File: src/rtl/carfield_addr_guard_pkg.sv
// Shared types and default Carfield register-domain address map for carfield_addr_guard.
package carfield_addr_guard_pkg;

    localparam int unsigned DefaultNumTargets = 4;
    localparam int unsigned DefaultAddrWidth  = 48;
    localparam int unsigned RuleAddrWidth     = 64;
    localparam int unsigned ErrCountWidth     = 16;

    typedef enum logic [1:0] {
        IDLE = 2'd0,
        FWD  = 2'd1,
        WAIT = 2'd2,
        RESP = 2'd3
    } state_e;

    typedef struct packed {
        logic [RuleAddrWidth-1:0] base;
        logic [RuleAddrWidth-1:0] size;
        logic                     enable;
    } rule_t;

    // Index 0 is the rightmost entry: L2 port0, L2 port1, safety island, mailbox.
    localparam logic [DefaultNumTargets-1:0][DefaultAddrWidth-1:0] DefaultRuleBase = {
        48'h0000_4000_0000,
        48'h0000_6000_0000,
        48'h0000_7820_0000,
        48'h0000_7800_0000
    };

    localparam logic [DefaultNumTargets-1:0][DefaultAddrWidth-1:0] DefaultRuleSize = {
        48'h0000_0000_1000,
        48'h0000_0080_0000,
        48'h0000_0020_0000,
        48'h0000_0020_0000
    };

    localparam logic [DefaultNumTargets-1:0] DefaultRuleEnable = 4'b1111;

    function automatic logic [ErrCountWidth-1:0] sat_inc(input logic [ErrCountWidth-1:0] value);
        return (&value) ? value : value + 1'b1;
    endfunction

endpackage

File: src/rtl/carfield_addr_guard_decode.sv
// Combinational address decoder: rule table + address -> hit flag and lowest matching index.
module carfield_addr_guard_decode
    import carfield_addr_guard_pkg::*;
#(
    parameter int unsigned NumTargets = DefaultNumTargets,
    parameter int unsigned AddrWidth  = DefaultAddrWidth,
    parameter int unsigned IdxWidth   = 2
) (
    input  rule_t [NumTargets-1:0] rules_i,
    input  logic  [AddrWidth-1:0]  addr_i,
    output logic                   hit_o,
    output logic  [IdxWidth-1:0]   idx_o
);

    // One extra bit beyond the rule width keeps base+size from wrapping.
    logic [RuleAddrWidth:0] addr_ext;
    logic [RuleAddrWidth:0] base_ext;
    logic [RuleAddrWidth:0] limit_ext;

    always_comb begin
        addr_ext  = {{(RuleAddrWidth + 1 - AddrWidth){1'b0}}, addr_i};
        base_ext  = '0;
        limit_ext = '0;
        hit_o     = 1'b0;
        idx_o     = '0;
        for (int i = NumTargets - 1; i >= 0; i--) begin
            base_ext  = {1'b0, rules_i[i].base};
            limit_ext = base_ext + {1'b0, rules_i[i].size};
            if (rules_i[i].enable && (addr_ext >= base_ext) && (addr_ext < limit_ext)) begin
                hit_o = 1'b1;
                idx_o = IdxWidth'(i);
            end
        end
        if (addr_i[1:0] != 2'b00) begin
            hit_o = 1'b0;
        end
    end

endmodule

File: src/rtl/carfield_addr_guard.sv
// Single-outstanding request router with local error responses for unmapped regions.
// Optional timeout abort enabled by defining CARFIELD_ADDR_GUARD_TIMEOUT_EN.
module carfield_addr_guard
    import carfield_addr_guard_pkg::*;
#(
    parameter int unsigned NumTargets    = DefaultNumTargets,
    parameter int unsigned AddrWidth     = DefaultAddrWidth,
    parameter int unsigned DataWidth     = 32,
    parameter logic [NumTargets-1:0][AddrWidth-1:0] RuleBase   = DefaultRuleBase,
    parameter logic [NumTargets-1:0][AddrWidth-1:0] RuleSize   = DefaultRuleSize,
    parameter logic [NumTargets-1:0]                RuleEnable = DefaultRuleEnable,
    parameter int unsigned TimeoutCycles = 1024
) (
    input  logic                                 clk_i,
    input  logic                                 rst_i,
    input  logic                                 req_valid_i,
    output logic                                 req_ready_o,
    input  logic [AddrWidth-1:0]                 req_addr_i,
    input  logic                                 req_write_i,
    input  logic [DataWidth-1:0]                 req_wdata_i,
    input  logic [DataWidth/8-1:0]               req_wstrb_i,
    output logic                                 rsp_valid_o,
    input  logic                                 rsp_ready_i,
    output logic [DataWidth-1:0]                 rsp_rdata_o,
    output logic                                 rsp_error_o,
    output logic [NumTargets-1:0]                tgt_req_valid_o,
    input  logic [NumTargets-1:0]                tgt_req_ready_i,
    output logic [AddrWidth-1:0]                 tgt_addr_o,
    output logic                                 tgt_write_o,
    output logic [DataWidth-1:0]                 tgt_wdata_o,
    output logic [DataWidth/8-1:0]               tgt_wstrb_o,
    input  logic [NumTargets-1:0]                tgt_rsp_valid_i,
    input  logic [NumTargets-1:0][DataWidth-1:0] tgt_rsp_rdata_i,
    input  logic [NumTargets-1:0]                tgt_rsp_error_i,
    output logic                                 err_unmapped_o,
    output logic                                 err_timeout_o,
    output logic [ErrCountWidth-1:0]             err_count_o
);

    localparam int unsigned StrbWidth = DataWidth / 8;
    localparam int unsigned IdxWidth  = (NumTargets > 1) ? $clog2(NumTargets) : 1;

    rule_t [NumTargets-1:0] rules;

    for (genvar g = 0; g < NumTargets; g++) begin : gen_rules
        assign rules[g].base   = RuleAddrWidth'(RuleBase[g]);
        assign rules[g].size   = RuleAddrWidth'(RuleSize[g]);
        assign rules[g].enable = RuleEnable[g];
    end

    logic                dec_hit;
    logic [IdxWidth-1:0] dec_idx;

    carfield_addr_guard_decode #(
        .NumTargets (NumTargets),
        .AddrWidth  (AddrWidth),
        .IdxWidth   (IdxWidth)
    ) u_decode (
        .rules_i (rules),
        .addr_i  (req_addr_i),
        .hit_o   (dec_hit),
        .idx_o   (dec_idx)
    );

    state_e                   state_q, state_d;
    logic                     req_ready_q, req_ready_d;
    logic [IdxWidth-1:0]      sel_q, sel_d;
    logic [NumTargets-1:0]    tgt_req_valid_q, tgt_req_valid_d;
    logic [AddrWidth-1:0]     tgt_addr_q, tgt_addr_d;
    logic                     tgt_write_q, tgt_write_d;
    logic [DataWidth-1:0]     tgt_wdata_q, tgt_wdata_d;
    logic [StrbWidth-1:0]     tgt_wstrb_q, tgt_wstrb_d;
    logic                     rsp_valid_q, rsp_valid_d;
    logic [DataWidth-1:0]     rsp_rdata_q, rsp_rdata_d;
    logic                     rsp_error_q, rsp_error_d;
    logic                     err_unmapped_q, err_unmapped_d;
    logic                     err_timeout_q, err_timeout_d;
    logic [ErrCountWidth-1:0] err_count_q, err_count_d;

    logic                 sel_req_ready;
    logic                 sel_rsp_valid;
    logic [DataWidth-1:0] sel_rsp_rdata;
    logic                 sel_rsp_error;
    logic                 timeout_hit;

    assign sel_req_ready = tgt_req_ready_i[sel_q];
    assign sel_rsp_valid = tgt_rsp_valid_i[sel_q];
    assign sel_rsp_rdata = tgt_rsp_rdata_i[sel_q];
    assign sel_rsp_error = tgt_rsp_error_i[sel_q];

`ifdef CARFIELD_ADDR_GUARD_TIMEOUT_EN
    localparam int unsigned CntWidth = $clog2(TimeoutCycles);
    localparam logic [CntWidth-1:0] CntMax = CntWidth'(TimeoutCycles - 1);

    logic [CntWidth-1:0] timeout_cnt_q, timeout_cnt_d;

    // Idle clears the counter, so it starts from zero on every FWD entry.
    always_comb begin
        timeout_cnt_d = timeout_cnt_q;
        if (state_q == IDLE) begin
            timeout_cnt_d = '0;
        end else if ((state_q == FWD) || (state_q == WAIT)) begin
            timeout_cnt_d = timeout_cnt_q + 1'b1;
        end
    end

    always_ff @(posedge clk_i) begin
        if (rst_i) begin
            timeout_cnt_q <= '0;
        end else begin
            timeout_cnt_q <= timeout_cnt_d;
        end
    end

    assign timeout_hit = ((state_q == FWD) || (state_q == WAIT)) && (timeout_cnt_q == CntMax);
`else
    assign timeout_hit = 1'b0;
`endif

    always_comb begin
        state_d         = state_q;
        sel_d           = sel_q;
        tgt_req_valid_d = tgt_req_valid_q;
        tgt_addr_d      = tgt_addr_q;
        tgt_write_d     = tgt_write_q;
        tgt_wdata_d     = tgt_wdata_q;
        tgt_wstrb_d     = tgt_wstrb_q;
        rsp_valid_d     = rsp_valid_q;
        rsp_rdata_d     = rsp_rdata_q;
        rsp_error_d     = rsp_error_q;
        err_unmapped_d  = 1'b0;
        err_timeout_d   = 1'b0;

        unique case (state_q)
            IDLE: begin
                if (req_valid_i && req_ready_q) begin
                    sel_d       = dec_idx;
                    tgt_addr_d  = req_addr_i;
                    tgt_write_d = req_write_i;
                    tgt_wdata_d = req_wdata_i;
                    tgt_wstrb_d = req_wstrb_i;
                    if (dec_hit) begin
                        state_d                  = FWD;
                        tgt_req_valid_d          = '0;
                        tgt_req_valid_d[dec_idx] = 1'b1;
                    end else begin
                        state_d        = RESP;
                        rsp_valid_d    = 1'b1;
                        rsp_rdata_d    = '0;
                        rsp_error_d    = 1'b1;
                        err_unmapped_d = 1'b1;
                    end
                end
            end
            // A response is only legal once the target has taken the request.
            FWD: begin
                if (sel_req_ready && sel_rsp_valid) begin
                    state_d         = RESP;
                    tgt_req_valid_d = '0;
                    rsp_valid_d     = 1'b1;
                    rsp_rdata_d     = sel_rsp_rdata;
                    rsp_error_d     = sel_rsp_error;
                end else if (timeout_hit) begin
                    state_d         = RESP;
                    tgt_req_valid_d = '0;
                    rsp_valid_d     = 1'b1;
                    rsp_rdata_d     = '0;
                    rsp_error_d     = 1'b1;
                    err_timeout_d   = 1'b1;
                end else if (sel_req_ready) begin
                    state_d         = WAIT;
                    tgt_req_valid_d = '0;
                end
            end
            WAIT: begin
                if (sel_rsp_valid) begin
                    state_d     = RESP;
                    rsp_valid_d = 1'b1;
                    rsp_rdata_d = sel_rsp_rdata;
                    rsp_error_d = sel_rsp_error;
                end else if (timeout_hit) begin
                    state_d       = RESP;
                    rsp_valid_d   = 1'b1;
                    rsp_rdata_d   = '0;
                    rsp_error_d   = 1'b1;
                    err_timeout_d = 1'b1;
                end
            end
            RESP: begin
                if (rsp_ready_i) begin
                    state_d     = IDLE;
                    rsp_valid_d = 1'b0;
                end
            end
            default: begin
                state_d = IDLE;
            end
        endcase

        req_ready_d = (state_d == IDLE);
        err_count_d = (err_unmapped_d || err_timeout_d) ? sat_inc(err_count_q) : err_count_q;
    end

    always_ff @(posedge clk_i) begin
        if (rst_i) begin
            state_q         <= IDLE;
            req_ready_q     <= 1'b0;
            sel_q           <= '0;
            tgt_req_valid_q <= '0;
            tgt_addr_q      <= '0;
            tgt_write_q     <= 1'b0;
            tgt_wdata_q     <= '0;
            tgt_wstrb_q     <= '0;
            rsp_valid_q     <= 1'b0;
            rsp_rdata_q     <= '0;
            rsp_error_q     <= 1'b0;
            err_unmapped_q  <= 1'b0;
            err_timeout_q   <= 1'b0;
            err_count_q     <= '0;
        end else begin
            state_q         <= state_d;
            req_ready_q     <= req_ready_d;
            sel_q           <= sel_d;
            tgt_req_valid_q <= tgt_req_valid_d;
            tgt_addr_q      <= tgt_addr_d;
            tgt_write_q     <= tgt_write_d;
            tgt_wdata_q     <= tgt_wdata_d;
            tgt_wstrb_q     <= tgt_wstrb_d;
            rsp_valid_q     <= rsp_valid_d;
            rsp_rdata_q     <= rsp_rdata_d;
            rsp_error_q     <= rsp_error_d;
            err_unmapped_q  <= err_unmapped_d;
            err_timeout_q   <= err_timeout_d;
            err_count_q     <= err_count_d;
        end
    end

    assign req_ready_o     = req_ready_q;
    assign rsp_valid_o     = rsp_valid_q;
    assign rsp_rdata_o     = rsp_rdata_q;
    assign rsp_error_o     = rsp_error_q;
    assign tgt_req_valid_o = tgt_req_valid_q;
    assign tgt_addr_o      = tgt_addr_q;
    assign tgt_write_o     = tgt_write_q;
    assign tgt_wdata_o     = tgt_wdata_q;
    assign tgt_wstrb_o     = tgt_wstrb_q;
    assign err_unmapped_o  = err_unmapped_q;
    assign err_timeout_o   = err_timeout_q;
    assign err_count_o     = err_count_q;

endmodule
File: config.mk
export PLATFORM = sky130hd
export DESIGN_NAME = carfield_addr_guard
export DESIGN_NICKNAME = d
export VERILOG_FILES = /design/src/rtl/carfield_addr_guard_pkg.sv /design/src/rtl/carfield_addr_guard_decode.sv /design/src/rtl/carfield_addr_guard.sv
export SDC_FILE = /design/constraint.sdc
export NUM_CORES = 1
export LEC_CHECK = 0
export BUFFER_PORTS_ARGS = -buffer_cell sky130_fd_sc_hd__buf_2
export CAP_MARGIN = 20
export CORE_AREA = 2 2 145 147
export DETAILED_ROUTE_END_ITERATION = 7
export DIE_AREA = 0 0 147 149
export GPL_ROUTABILITY_DRIVEN = 0
export PLACE_DENSITY = 0.67
export SYNTH_ARGS = -nofsm -noshare
export SYNTH_HDL_FRONTEND = slang
export SYNTH_SLANG_ARGS = --single-unit
File: constraint.sdc
create_clock -name clk_i -period 5 [get_ports clk_i]
set_clock_uncertainty 0.2 [all_clocks]
set_input_delay 0.25 -clock clk_i [delete_from_list [all_inputs] [get_ports clk_i]]
set_output_delay 0.25 -clock clk_i [all_outputs]
set_load 0.03 [all_outputs]
**Word-level counts from Yosys, hierarchy flattened**

Index checks and enable logic that the tools add are counted.

- Register bits after elaboration: 145
- Bits in latches: 0
- RAM bits: 0
- ROM bits: 0
- Input port bits: 229
- Output and inout bits: 142
- Memories kept: 0

- Add/subtract/negate cells: 1
- Multipliers: 0
- Div/mod/pow operators: 0
- Magnitude comparators: 11
- Equal/unequal tests: 10
- Shift-type cells: 0
- Muxes and demuxes: 48
- Bitwise operators: 1
- Reductions and logical operators: 18

Operators with widths:

| operator | number |
|---|---|
| >= comparator 48 x 31 -> 1 bit, second input constant | 4 |
| < comparator 48 x 31 -> 1 bit, second input constant | 4 |
| 2-to-1 mux 32 bit | 5 |
| one-hot mux 32 bit (3 select lines) | 1 |
| binary-select mux 32 bit (select 2 bit) | 1 |
| 2-to-1 mux 2 bit | 10 |
| 2-to-1 mux 1 bit | 19 |
| adder 16 x 1 -> 16 bit, second input constant | 1 |
| 2-to-1 mux 4 bit | 4 |
| AND reduction 16 bit | 1 |
| != test 2 bit, second input constant | 6 |
| AND reduction 5 bit | 2 |
| one-hot mux 2 bit (4 select lines) | 1 |
| one-hot mux 4 bit (2 select lines) | 1 |
| logical AND 1 bit | 7 |
| binary-select mux 1 bit (select 2 bit) | 3 |
| < comparator 2 x 3 -> 1 bit, second input constant | 2 |
| == test 2 bit, second input constant | 2 |
| zero test 2 bit | 2 |
| one-hot mux 1 bit (4 select lines) | 1 |
| AND reduction 2 bit | 2 |
| AND reduction 4 bit | 1 |
| nonzero test 2 bit | 2 |
| != test 3 bit, second input constant | 1 |
| 6 further kinds | 6 |

**Logic depth before layout (Yosys ltp)**

- Depth in word-level cells: 13
- Gate-level depth with buffers: 9
- Mapped depth without buffers: 7

**Hierarchy**

Synthesis repeated with hierarchy kept, for this count alone.

- Cell total of the unflattened synthesis: 4437
- Area, all modules: 31946.9 µm²

By module, submodules not included:

| module | times used | cells each | area each (µm²) | sequential area each (µm²) |
|---|---|---|---|---|
| carfield_addr_guard_decode | 1 | 3703 | 25502.0 | 0.0 |
| carfield_addr_guard | 1 | 734 | 6444.9 | 2902.8 |

**Worst setup path after synthesis**

No wires, ideal clock.

- Path type: reg-to-reg
- Start: register err_count_q[0], in the netlist err_count_o[0]
- End: register err_count_q[9], in the netlist err_count_o[9]
- Data arrival time: 2151 ps
- Data required time: 4685 ps
- Slack: 2534 ps
- Cell stages (with the launch flop): 9
- Buffers on the path: 1
- Clock period less this slack: 2466 ps
- Cells stage by stage: dfxtp_1 ha_1 and3_1 nand3_1 or3_1 nand3_1 clkbuf_1 nor4_1 o21ba_2

- Word-level cells in the longest chain between the ends: 3

RTL lines:

| element | RTL line | RTL |
|---|---|---|
| start: declaration | carfield_addr_guard.sv:78 | `logic [ErrCountWidth-1:0] err_count_q, err_count_d;` |
| start signal: assignment | carfield_addr_guard.sv:234 | `err_count_q <= err_count_d;` |
| parallel branches: the longest is 3 deep, another holds adder 16 x 1 -> 16 bit | -- |  |

Several ways; the timed one is not identified.
A chain may end at the register's enable or synchronous reset.

**Final worst setup path**

- Start: input port req_addr_i[14]
- End: register rsp_rdata_q[24], in the netlist rsp_rdata_o[24]

- Word-level cells in the longest chain between the ends: 9

RTL lines:

| element | RTL line | RTL |
|---|---|---|
| start: declaration | carfield_addr_guard.sv:18 | `input logic [AddrWidth-1:0] req_addr_i,` |
| >= comparator 48 x 31 -> 1 bit / < comparator 48 x 31 -> 1 bit (equally long branches) | carfield_addr_guard_decode.sv:29 | `if (rules_i[i].enable && (addr_ext >= base_ext) && (addr_ext < limit_ext)) begin` |
| logical AND 1 bit | carfield_addr_guard_decode.sv:29 |  |
| 2-to-1 mux 1 bit (3 in a row) | carfield_addr_guard_decode.sv:29 |  |
| 2-to-1 mux 1 bit * | carfield_addr_guard_decode.sv:29 |  |
| 2-to-1 mux 1 bit * | carfield_addr_guard_decode.sv:34 | `if (addr_i[1:0] != 2'b00) begin` |
| != test 2 bit (no source line) * | -- |  |
| AND reduction 5 bit (no source line) * | -- |  |
| end signal: assignment | carfield_addr_guard.sv:230 | `rsp_rdata_q <= rsp_rdata_d;` |
| end: declaration | carfield_addr_guard.sv:74 | `logic [DataWidth-1:0] rsp_rdata_q, rsp_rdata_d;` |

Every way passes the cells marked *; elsewhere a longest branch is shown, timed or not.

==> impl_results.md <==
- Final Hold Vio Count: 0
- Fmax: 292 MHz
- Hold path endpoint: rsp_valid_o$_SDFFE_PP0P_
- Dpl cell area: 8710 sq um
- Cell variety after synth: 53
- Asr flop ratio synth: 0%
- Area Growth Syn to Fin: 50.8%
- Crit path kind: in2reg
- Number of flops mapped to enable cells by yosys: 0
- Switching Fraction: 39.3%
- Post-cts gate resize count: 0
- Leakage: 4.30 nW
- Detail Placement HPWL: 15900 microns
- Post-synthesis sequential area ratio: 43.0%
- Fillers: 1920
- Core area: 20600 sq um
- FF-to-FF End: rsp_rdata_o[24]$_SDFFE_PP0P_
- R2r worst-path depth: 7
- Yosys reg bits: 145
- Slew Viols, Final: 0
- Reg2Reg Launch Point: sel_q[1]$_SDFFE_PP0P_
- Total Nets Final: 1406
- Initial Util: 32.8%
- Largest net degree at the start of global routing: 89
- Buffers on Ports: 369
- Drt pass-1 iters: 5
- RSZ-0062 raised after global routing: false
- Post-synth top flop: dfxtp_1
- Die width: 147 microns
- Clock power frac: 31.1%
- Fin crit share: 68.4%
- ANT nets after route: 0
- Endpoints failing setup: 0
- Vias per cell: 4.86
- Fin crit period: 3.42 ns
- Fin Hold WS: 0.0279 ns
- Avg Cell Area, Syn: 8.98 sq um
- Clock buffer depth: 2
- Die ar.: 21900 sq um
- Power per Cell Area: 411 nW/um^2
- CTS tree: yes
- Post-route cell area: 10200 sq um
- Grt ovf: 0
- Status: completed
- Reg clk slew, reported paths: 0.06 ns
- Global Route Usage Sum: 19.9%
- Drt wl/cell: 15.6 microns
- CTS Sinks: 145
- Psw: 1.64 mW
- Setup crit end kind: register
- Die Height: 149 microns
- Synthesized instance count: 751
- CP Launch Type: input port
- WP data arrival: 3.55 ns
- Num rows: 53
- Netlist Area Pre-Place: 6750 sq um
- Min-delay src: rsp_ready_i
- Global-route wire length before repair: 34800 microns
- Initial antenna violation count: 2
- Post-CTS Setup Inserts: 0
- I/O pin total: 371
- Comb power frac: 35.0%
- DRT iter0 DRCs: 306
- Clock Tree Root: clkbuf_16
- CP Data Required Time: 5.13 ns
- Worst hold path cell count: 4
- Crit-path max FO: 34
- Hold Path Class: in2reg
- Share of layout cells above drive strength 1: 43.8%
- Post-Syn Nets: 985
- Reg power frac: 33.9%
- Int Pwr: 2.54 mW
- Maximum VDD drop: 0.298 mV
- Slew HR: 30.2%
- Fin util: 49.5%
- Drt total wl: 22700 microns
- Max Cap Violations: 0
- Worst slew pin tran: 1.05 ns
- Number of global-route vias before repair: 6920
- Inserted Clock Buffers: 17
- Clock Latency Late Sink: 0.41 ns
- Setup TNS: 0 ns
- # DRC: 0
- Synth warnings: 0
- H-tree depth: 4
- FF-to-FF setup slack: 1.80 ns
- Via count: 7101
[worst max-delay path, cell delays in order]
cell and delay [ns]:
dlygate4sd3_1 0.56, buf_2 0.14, nor4_2 0.35, nand4_1 0.29, a2111oi_4 0.71, a2111o_2 0.90
nand2_1 0.13, a21oi_1 0.17
[power by group through the flow]
| stage | logic [mW] | registers (mW) | clock network (mW) |
|---|---|---|---|
| CTS | 1.46 | 1.42 | 1.34 |
| global placement | 1.40 | 1.43 | 0 |
| detailed placement | 1.41 | 1.44 | 0 |
| floorplan | 0.737 | 1.75 | 0 |
| global route | 1.57 | 1.44 | 1.39 |
| finish | 1.46 | 1.42 | 1.30 |
[cell type report]
cell class	count	area (sq um)	share of cell area, %
Clock buffer	19	453	4.45
Tap cell	275	344	3.38
Timing Repair Buffer	460	2750	27.0
Clock inverter	13	151	1.49
Multi-Input combinational cell	543	3550	34.9
Antenna cell	2	5.00	0.0492
Sequential cell	145	2910	28.6
Inverter	5	18.8	0.185
[metal layers]
metal | up-vias | wire (microns) | track usage [%]
li1 | 3480 | - | -
met4 | 0 | 493 | 6.73
met1 | 3312 | 9130 | 23.1
met2 | 272 | 11800 | 35.9
met5 | - | 0 | 0
met3 | 37 | 1310 | 5.05
[synthesized netlist by cell type, types with 2 or more instances]
cell type,count,area (sq um)
a2111o_1,2,22.5
a2111oi_4,2,55.1
a21oi_1,104,521
a21oi_2,29,254
and3_1,6,37.5
and4_1,2,17.5
buf_1,14,52.6
buf_12,3,60.1
buf_4,2,15.0
buf_6,2,22.5
clkbuf_1,36,135
dfxtp_1,145,2900
ha_1,5,62.6
inv_1,5,18.8
mux4_1,2,52.6
mux4_2,33,743
nand2_1,186,698
nand2_2,29,181
nand2b_1,2,12.5
nand3_1,42,210
nand3b_1,2,15.0
nand4_1,3,18.8
nor2_1,12,45.0
nor2b_1,8,50.1
nor3_1,7,35.0
nor3b_1,3,22.5
nor4_1,6,37.5
nor4_2,6,75.1
o21ai_0,15,75.1
o31ai_1,3,22.5
or2_1,2,12.5
or3_1,5,31.3
or4_1,4,30.0
or4b_2,2,20.0
xnor2_1,4,35.0
[kinds of logic (layout without fill, tap and decap cells)]
group | after synthesis | in the layout | share of synthesized area (%)
and+or+nand+nor | 330 | 330 | 23.3
other | 1 | 3 | 0.0556
buffers and inverters | 63 | 497 | 4.58
xor gates and xnor gates | 4 | 4 | 0.519
AOI/OAI and AO/OA | 167 | 167 | 15.6
muxes | 36 | 36 | 12.0
adders and majority gates | 5 | 5 | 0.927
DFF | 145 | 145 | 43.0
[worst max path at each step]
stage	endpoint	cells after the start	startpoint
after global placement	rsp_rdata_o[24]$_SDFFE_PP0P_	7	req_addr_i[14]
after CTS	rsp_rdata_o[24]$_SDFFE_PP0P_	8	req_addr_i[14]
final	rsp_rdata_o[24]$_SDFFE_PP0P_	8	req_addr_i[14]
after detailed placement	rsp_rdata_o[24]$_SDFFE_PP0P_	7	req_addr_i[14]
after global routing	rsp_rdata_o[4]$_SDFFE_PP0P_	8	req_addr_i[14]
after floorplan	err_count_o[9]$_SDFFE_PP0P_	8	err_count_o[0]$_SDFFE_PP0P_
[stage by stage]
| stage | std cells | total power [mW] | setup slack (ns) |
|---|---|---|---|
| 2_1_floorplan | 751 | 2.49 | 2.53 |
| 3_3_place_gp | 1343 | 2.84 | 1.76 |
| 3_5_place_dp | 1343 | 2.85 | 1.72 |
| 4_1_cts | 1460 | 4.22 | 1.59 |
| 5_1_grt | 1461 | 4.40 | 1.44 |
| 6_report | 1462 | 4.18 | 1.58 |
[timing repair]
item | 4_1_cts | 5_1_grt
endpoints found under the setup margin | 0 | 0
endpoints found under the hold margin | 85 | 0
hold buffers | 85 | 0
[state kept, by name, summed over array words and instances, names as in the netlist, 2 cells and up]
name / cells
state_q: 2
tgt_wstrb_o: 4
sel_q: 2
tgt_wdata_o: 32
rsp_rdata_o: 32
err_count_o: 16
tgt_req_valid_o: 4
tgt_addr_o: 48
[cell usage in the layout (no fill, tap or decap), types with 5 or more instances in the layout]
master         instances
clkbuf_16             17
or3_1                  5
nand2_2               29
buf_2                368
nand2_1              186
ha_1                   5
o21ai_0               15
nor4_1                 6
nor2_1                12
nor4_2                 6
dfxtp_1              143
a21oi_1              104
mux4_2                33
nor3_1                 7
and3_1                 5
a21oi_2               29
nor2b_1                8
nand3_1               41
dlygate4sd3_1         85
inv_1                  5
buf_4                  7
No activity file was read; power rests on OpenSTA's default activity.
